==> config.mk <==
export PLATFORM = sky130hd
export DESIGN_NAME = hex_entry
export DESIGN_NICKNAME = d
export VERILOG_FILES = /design/src/rtl/hex_entry_pkg.sv /design/src/rtl/hex_entry_key_debounce.sv /design/src/rtl/hex_entry.sv
export SDC_FILE = /design/constraint.sdc
export NUM_CORES = 1
export LEC_CHECK = 0
export ABC_AREA = 1
export BUFFER_PORTS_ARGS = -buffer_cell sky130_fd_sc_hd__buf_4
export CORE_ASPECT_RATIO = 1.2
export CORE_UTILIZATION = 55
export CTS_CLUSTER_SIZE = 30
export DETAILED_ROUTE_END_ITERATION = 16
export PLACE_DENSITY = 0.69
export SLEW_MARGIN = 20
export SYNTH_ARGS = -nofsm -noshare
export SYNTH_HDL_FRONTEND = slang
export SYNTH_SLANG_ARGS = --single-unit
==> constraint.sdc <==
create_clock -name clock -period 3.1 [get_ports clock]
set_clock_uncertainty 0.15 [all_clocks]
set_input_delay 0.31 -clock clock [delete_from_list [all_inputs] [get_ports clock]]
set_output_delay 0.31 -clock clock [all_outputs]
set_load 0.01 [all_outputs]
==> src/rtl/hex_entry_pkg.sv <==
// Shared FSM encoding and debounce counter sizing for the hex keypad entry block.
package hex_entry_pkg;

  typedef enum logic {
    IDLE = 1'b0,
    HOLD = 1'b1
  } state_e;

  // The arming counter runs to DEBOUNCE_CYCLES+1, so size for one beyond that.
  function automatic int cnt_width(input int cycles);
    return $clog2(cycles + 2);
  endfunction

endpackage

==> src/rtl/hex_entry_key_debounce.sv <==
// Synchronize, debounce and edge-detect one active-low key; press pulse lags a held key by DEBOUNCE_CYCLES+2 edges.
// Events stay disarmed after reset until the key is seen released, so a key held through reset never fires.
module key_debounce
  import hex_entry_pkg::*;
#(
  parameter int DEBOUNCE_CYCLES = 50000
) (
  input  logic clock,
  input  logic reset,
  input  logic key_n,
  output logic press
);

  localparam int CW = cnt_width(DEBOUNCE_CYCLES);
  localparam logic [CW-1:0] CNT_LAST = CW'(DEBOUNCE_CYCLES - 1);
  localparam logic [CW-1:0] ARM_LAST = CW'(DEBOUNCE_CYCLES + 1);

  logic          sync1_q, sync1_d;
  logic          sync2_q, sync2_d;
  logic          stable_q, stable_d;
  logic [CW-1:0] cnt_q, cnt_d;
  logic [CW-1:0] arm_cnt_q, arm_cnt_d;
  logic          armed_q, armed_d;
  logic          press_q, press_d;

  always_comb begin
    sync1_d   = key_n;
    sync2_d   = sync1_q;
    stable_d  = stable_q;
    cnt_d     = '0;
    armed_d   = armed_q;
    arm_cnt_d = arm_cnt_q;

    if (sync2_q != stable_q) begin
      if (cnt_q == CNT_LAST) begin
        stable_d = sync2_q;
      end else begin
        cnt_d = cnt_q + CW'(1);
      end
    end

    // Two extra high cycles cover the synchronizer refilling with its reset value.
    if (!armed_q) begin
      if (sync2_q) begin
        if (arm_cnt_q == ARM_LAST) begin
          armed_d = 1'b1;
        end else begin
          arm_cnt_d = arm_cnt_q + CW'(1);
        end
      end else begin
        arm_cnt_d = '0;
      end
    end

    press_d = armed_q & stable_q & ~stable_d;
  end

  always_ff @(posedge clock) begin
    if (reset) begin
      sync1_q   <= 1'b1;
      sync2_q   <= 1'b1;
      stable_q  <= 1'b1;
      cnt_q     <= '0;
      arm_cnt_q <= '0;
      armed_q   <= 1'b0;
      press_q   <= 1'b0;
    end else begin
      sync1_q   <= sync1_d;
      sync2_q   <= sync2_d;
      stable_q  <= stable_d;
      cnt_q     <= cnt_d;
      arm_cnt_q <= arm_cnt_d;
      armed_q   <= armed_d;
      press_q   <= press_d;
    end
  end

  assign press = press_q;

endmodule

==> src/rtl/hex_entry.sv <==
// Two-key hex byte entry: shift nibbles into staging, enter captures a byte held valid until ack_in.
// Registers update DEBOUNCE_CYCLES+3 edges after a clean key press; enters during HOLD are dropped.
module hex_entry
  import hex_entry_pkg::*;
#(
  parameter int DEBOUNCE_CYCLES = 50000
) (
  input  logic       clock,
  input  logic       reset,
  input  logic [3:0] sw_in,
  input  logic       key_shift_n,
  input  logic       key_enter_n,
  output logic [7:0] staging_out,
  output logic [1:0] digit_count_out,
  output logic [7:0] value_out,
  output logic       valid_out,
  input  logic       ack_in
);

  logic       shift_evt, enter_evt;
  logic [3:0] sw_sync1_q, sw_sync2_q;
  logic [7:0] staging_q, staging_d;
  logic [1:0] count_q, count_d;
  logic [7:0] value_q, value_d;
  logic       valid_q, valid_d;
  state_e     state_q, state_d;

  key_debounce #(.DEBOUNCE_CYCLES(DEBOUNCE_CYCLES)) u_shift (
    .clock (clock),
    .reset (reset),
    .key_n (key_shift_n),
    .press (shift_evt)
  );

  key_debounce #(.DEBOUNCE_CYCLES(DEBOUNCE_CYCLES)) u_enter (
    .clock (clock),
    .reset (reset),
    .key_n (key_enter_n),
    .press (enter_evt)
  );

  always_comb begin
    staging_d = staging_q;
    count_d   = count_q;
    value_d   = value_q;
    valid_d   = valid_q;
    state_d   = state_q;

    if (shift_evt) begin
      staging_d = {staging_q[3:0], sw_sync2_q};
      if (count_q != 2'd2) begin
        count_d = count_q + 2'd1;
      end
    end

    // Capture uses staging_d so a same-cycle shift lands in the byte.
    case (state_q)
      IDLE: begin
        if (enter_evt) begin
          value_d = staging_d;
          valid_d = 1'b1;
          count_d = 2'd0;
          state_d = HOLD;
        end
      end
      HOLD: begin
        if (ack_in) begin
          valid_d = 1'b0;
          state_d = IDLE;
        end
      end
      default: state_d = IDLE;
    endcase
  end

  always_ff @(posedge clock) begin
    if (reset) begin
      sw_sync1_q <= '0;
      sw_sync2_q <= '0;
      staging_q  <= '0;
      count_q    <= '0;
      value_q    <= '0;
      valid_q    <= 1'b0;
      state_q    <= IDLE;
    end else begin
      sw_sync1_q <= sw_in;
      sw_sync2_q <= sw_sync1_q;
      staging_q  <= staging_d;
      count_q    <= count_d;
      value_q    <= value_d;
      valid_q    <= valid_d;
      state_q    <= state_d;
    end
  end

  assign staging_out     = staging_q;
  assign digit_count_out = count_q;
  assign value_out       = value_q;
  assign valid_out       = valid_q;

endmodule

### Word level (Yosys, flattened, before mapping)

Cells that the tools add are included.

| operators by class | value |
|---|---|
| $add $sub $neg | 5 |
| bitwise operators | 11 |
| multiplexer cells | 25 |
| reduce and logical (&&, ||, !) cells | 6 |
| eq/ne operators | 11 |

Operators by type and width:

| operator | count |
|---|---|
| $add A16 B1 Y16 const B | 4 |
| $eq A16 B16 Y1 const B | 4 |
| $mux W16 | 4 |
| $mux W1 | 14 |
| $mux W2 | 4 |
| $mux W8 | 1 |
| $ne A2 B2 Y1 const B | 4 |
| $reduce_and A2 Y1 | 4 |
| $not A1 Y1 | 7 |
| $reduce_or A3 Y1 | 2 |
| $and A1 B1 Y1 | 4 |
| $pmux W1 S2 | 2 |
| $add A2 B1 Y2 const B | 1 |
| $ne A1 B1 Y1 | 2 |
| $ne A2 B1 Y1 const B | 1 |

| storage, ports and cells | value |
|---|---|
| flip-flop bits (word level) | 102 |
| output and inout bits | 19 |
| bits of input ports | 9 |

### Depth between registers and ports, before layout

| depth | value |
|---|---|
| depth after elaboration | 5 |
| depth in mapped cells | 12 |

### Hierarchy

Synthesis repeated with hierarchy kept, for this count alone.

| second synthesis, totals | value |
|---|---|
| cells, all modules | 699 |
| area, all modules | 5053.6 µm² |

By module, submodules not included:

| module | cells an instance | area an instance (µm²) | times used | sequential area each (µm²) |
|---|---|---|---|---|
| key_debounce | 286 | 1980.6 | 2 | 740.7 |
| hex_entry | 127 | 1092.3 | 1 | 560.5 |

### Worst setup path before layout

OpenSTA, ideal clock, no wires.

| path | value |
|---|---|
| kind | register to register |
| start point | register u_shift.arm_cnt_q[1] |
| end point | register u_shift.arm_cnt_q[7] |
| setup slack | 1.619 ns |
| library setup time | 0.115 ns |
| buffers on the path | 0 |
| stages on the path, launching flop included | 12 |
| arrival | 1.216 ns |
| clock period less this slack | 1.481 ns |
| required time | 2.835 ns |
| cell sequence | dfxtp_1 inv_1 ha_1 nand2_1 clkinv_1 nand2_1 nor2_2 nand2_4 nand2_8 nand2_4 nand2_1 and2_1 |

| between the ends | value |
|---|---|
| cells in the longest elaborated chain, start to end | 3 |
| elaborated cells on any way between the ends | 6 |
| classes of those cells | add/sub (1); eq/ne (2); mux (2); reduce/logical (1) |

Ends and longest elaborated chain:

| element | RTL line | RTL |
|---|---|---|
| start: declaration | hex_entry_key_debounce.sv:22 | `logic [CW-1:0] arm_cnt_q, arm_cnt_d;` |
| start signal: assignment | hex_entry_key_debounce.sv:72 | `arm_cnt_q <= arm_cnt_d;` |
| $add A16 B1 Y16 or $eq A16 B16 Y1 (tied branches) | hex_entry_key_debounce.sv:48, hex_entry_key_debounce.sv:45 |  |
| $mux W16 or $ne A2 B2 Y1 (tied branches) | -- |  |
| $mux W16 or $reduce_and A2 Y1 (tied branches) | -- |  |

Parallel ways exist; a longest one is shown, timed or not. The select of a mux whose other input is x is not followed.
A chain may end at the register's enable or synchronous reset.

### Final worst setup path

| path | value |
|---|---|
| start point | register u_enter.arm_cnt_q[0] |
| end point | register u_enter.arm_cnt_q[12] |

| between the ends | value |
|---|---|
| cells in the longest elaborated chain, start to end | 3 |
| elaborated cells on any way between the ends | 6 |
| classes of those cells | add/sub (1); eq/ne (2); mux (2); reduce/logical (1) |

Ends and longest elaborated chain:

| element | RTL line |
|---|---|
| start: declaration | hex_entry_key_debounce.sv:22 |
| start signal: assignment | hex_entry_key_debounce.sv:72 |
| $add A16 B1 Y16 or $eq A16 B16 Y1 (tied branches) | hex_entry_key_debounce.sv:48, hex_entry_key_debounce.sv:45 |
| $mux W16 or $ne A2 B2 Y1 (tied branches) | -- |
| $mux W16 or $reduce_and A2 Y1 (tied branches) | -- |

Parallel ways exist; a longest one is shown, timed or not. The select of a mux whose other input is x is not followed.

==> impl_metrics.env <==
export IMPL_synthTopCellsByCount="nand2_1, nor2_1, dfxtp_1, inv_1, nand3_1"
export IMPL_required_ns=3.22
export IMPL_critPathLaunchType="flop"
export IMPL_setup_ws_ns=1.386
export IMPL_tightestPinTransition_ns=0.9428
export IMPL_die_area_sq_um=9400
export IMPL_synth_largest_area_cell="dfxtp_1"
export IMPL_cts_buffers=9
export IMPL_insertion_delay_ns=0.37
export IMPL_hpwl_mm=6.912
export IMPL_drc_errors=0
export IMPL_synth_top_flop_cell="dfxtp_1"
export IMPL_clk_transition_reported_paths_ns=0.10
export IMPL_nNetsFinal=772
export IMPL_synth_top_cell_area_share=0.4118
export IMPL_postPlaceCellArea_sq_um=5246
export IMPL_avgSynthCellArea_sq_um=6.858
export IMPL_fp_dieW_um=88.68
export IMPL_whs_ns=0.01009
export IMPL_syn_inst=723
export IMPL_crit_path_max_incr_delay_ns=0.43
export IMPL_synth_area_sq_um=4959
export IMPL_drive_gt1_frac=0.1079
export IMPL_hp_class="input pin to flop"
export IMPL_power_density_nw_per_um2=412.1
export IMPL_die_height_um=106.0
export IMPL_pin_count=28
export IMPL_fin_crit_ns=1.714
export IMPL_post_cts_setup_buffers=0
export IMPL_synth_cell_types=38
export IMPL_vias_per_cell=4.910
export IMPL_cp_startpoint="u_enter.arm_cnt_q[0]$_SDFFE_PP0P_"
export IMPL_synth_edf_count=0
export IMPL_min_from="sw_in[0]"
export IMPL_grtUsageTotal=0.2184
export IMPL_ctsResizeCount=0
export IMPL_path_buf_inv=0
export IMPL_slew_violations=0
export IMPL_antenna_found_initial=0
export IMPL_routabilityCongestion=0.8263
export IMPL_cp_data_arrival_time_ns=1.83
export IMPL_first_pass_iters=4
export IMPL_crit_chain="ha_1 > nand2_1 > nor2_1 > nand2_1 > nor2_2 > nand2_1 > nand2_1 > nand2_1 > nand2_1 > nand2_1"
export IMPL_yosys_warnings=0
export IMPL_fin_setup_tns_ns=0
export IMPL_num_rows=37
export IMPL_synth_fa_ha_area_frac=0.01766
export IMPL_fmax_mhz=583.6
export IMPL_pre_cts_slack_ns=1.277
export IMPL_grt_remaining_overflow=0
export IMPL_maxSlewHeadroom=0.3691
export IMPL_setup_viol=0
export IMPL_cp_top_family="simple AND/OR/NAND/NOR gates"
export IMPL_crit_slowest_cell="dfxtp_1"
export IMPL_io_buffers=27
export IMPL_design_area_sq_um=5497
export IMPL_muxShareOfSynthArea=0.006056
export IMPL_cts_sinks=102
export IMPL_synth_simple_area_share=0.3899
export IMPL_p_leak_nw=2.195
export IMPL_core_sq_um=8657
export IMPL_ys_seq_area_frac=0.4118
export IMPL_clock_path_buffers=2
export IMPL_ir_worst_vdd_mv=0.3002
export IMPL_rsz0062_at_grt="no"
export IMPL_initial_core_util=0.5728
export IMPL_ant_nets=0
export IMPL_synth_top_family_by_area="simple AND/OR/NAND/NOR gates"
export IMPL_worstPathMaxFanout=5
export IMPL_crit_type="flop to flop"
export IMPL_synth_compound_area_frac=0.06334
export IMPL_synth_xor_area_frac=0.02473
export IMPL_async_flop_share=0
export IMPL_diodes=0
export IMPL_drv_cap=0
export IMPL_crit_top_cell="nand2_1"
export IMPL_fin_crit_sh=0.5528
export IMPL_synth_seq_cells=102
export IMPL_ys_top_cells_by_area="dfxtp_1, nand2_1, nor2_1, inv_1, nand3_1"
export IMPL_mappedNetlistNets=739
export IMPL_wl_mm=9.508
export IMPL_syn_to_final_growth_pct=10.85
export IMPL_yosysMostFrequentCell="nand2_1"
export IMPL_grt_pass1_vias=3864
export IMPL_route_detailed_wl_per_inst_um=10.84
export IMPL_outcome="completed"
export IMPL_critPathCaptureType="flop"
export IMPL_vias=4306
export IMPL_htree_levels=3
export IMPL_grt_pass1_wl_mm=16.35
export IMPL_cts_tree="built"
export IMPL_drt_iter0_markers=229
export IMPL_r2r_start="u_enter.arm_cnt_q[0]$_SDFFE_PP0P_"
export IMPL_root_buffer="clkbuf_8"
export IMPL_hold_viol_final=0
export IMPL_grt_max_degree=37
## worst paths after layout
kind              cells past startpoint                                 end  slack [ns]
setup / recovery                     10  u_enter.arm_cnt_q[12]$_SDFFE_PP0P_        1.39
hold / removal                        3            sw_sync1_q[0]$_SDFF_PP0_        0.01
setup reg to reg                     10  u_enter.arm_cnt_q[12]$_SDFFE_PP0P_        1.39
hold reg to reg                       2            sw_sync2_q[3]$_SDFF_PP0_        0.26
## through the flow
step	instances	utilization	power [mW]
6_report	877	0.6349	2.265
5_1_grt	877	0.6349	2.361
4_1_cts	877	0.6349	2.293
3_5_place_dp	857	0.6060	1.433
3_3_place_gp	857	0.6060	1.431
2_1_floorplan	723	-	1.415
## layer usage
layer | vias up | part of all wire | routed length, um | global-route usage
met5 | - | 0 | 0 | 0
met4 | 0 | 0.0097 | 92 | 0.09217
met3 | 7 | 0.039 | 370 | 0.04193
met2 | 65 | 0.47 | 4469 | 0.3538
met1 | 1895 | 0.48 | 4576 | 0.2803
li1 | 2339 | - | - | -
## where the power goes
part / leakage (nW) / switching, mW / total (mW) / internal [mW]
clock network: 0.102 / 0.475 / 0.858 / 0.383
registers: 0.825 / 0.0116 / 1.34 / 1.32
logic: 1.27 / 0.0426 / 0.0723 / 0.0297
total: 2.19 / 0.529 / 2.27 / 1.74
## layout by cell type (no fill, tap or decap), types with 2 or more instances in the layout
master | Yosys | final
nor2_2 | 6 | 6
nor2_4 | 5 | 5
or2_2 | 4 | 4
o21ai_0 | 15 | 15
nand4_1 | 13 | 13
xnor2_1 | 2 | 2
nand2_2 | 2 | 2
ha_1 | 7 | 7
nor3_1 | 18 | 18
nand2_4 | 5 | 5
inv_6 | 0 | 2
dlygate4sd3_1 | 0 | 5
o21ai_1 | 4 | 4
mux2i_1 | 3 | 3
nor3_2 | 5 | 5
nor3b_1 | 3 | 3
a21oi_1 | 33 | 33
dfxtp_1 | 102 | 102
inv_1 | 84 | 84
xor2_1 | 12 | 12
clkbuf_8 | 0 | 9
nor2_1 | 119 | 119
nand2_1 | 197 | 197
nand3b_1 | 4 | 4
a211oi_1 | 5 | 5
buf_4 | 1 | 27
clkinv_4 | 2 | 4
nand3_1 | 48 | 48
inv_2 | 7 | 7
## logic make-up (layout without fill, tap and decap cells)
family | count (synthesis) | count (layout)
DFF | 102 | 102
AOI/OAI and AO/OA | 59 | 59
buffers and inverters | 105 | 142
muxes | 3 | 3
xor gates and xnor gates | 14 | 14
adders and majority gates | 7 | 7
and+or+nand+nor | 433 | 433
## state kept, by name, indices dropped and copies added, names as in the netlist, 2 cells and up
register / cells
u_enter.arm_cnt_q: 16
u_enter.cnt_q: 16
u_shift.arm_cnt_q: 16
u_shift.cnt_q: 16
staging_out: 8
value_out: 8
sw_sync1_q: 4
sw_sync2_q: 4
digit_count_out: 2
## timing repair
action | CTS | global route
hold endpoints to repair | 5 | 0
hold buffers | 5 | 0
endpoints found under the setup margin | 0 | 0
## final cells by class
type	instances	area [sq um]
Inverter	95	367.9
Multi-Input combinational cell	516	2487
Clock buffer	9	123.9
Clock inverter	6	76.32
Timing Repair Buffer	32	252.7
Fill cell	812	3161
Sequential cell	102	2042
Tap cell	117	146.4
## tightest hold or removal path, cell delays in order
cell    delay (ns)
buf_4         0.07
inv_1         0.03
nor2_1        0.08
Power figures use the tool's default switching activity.
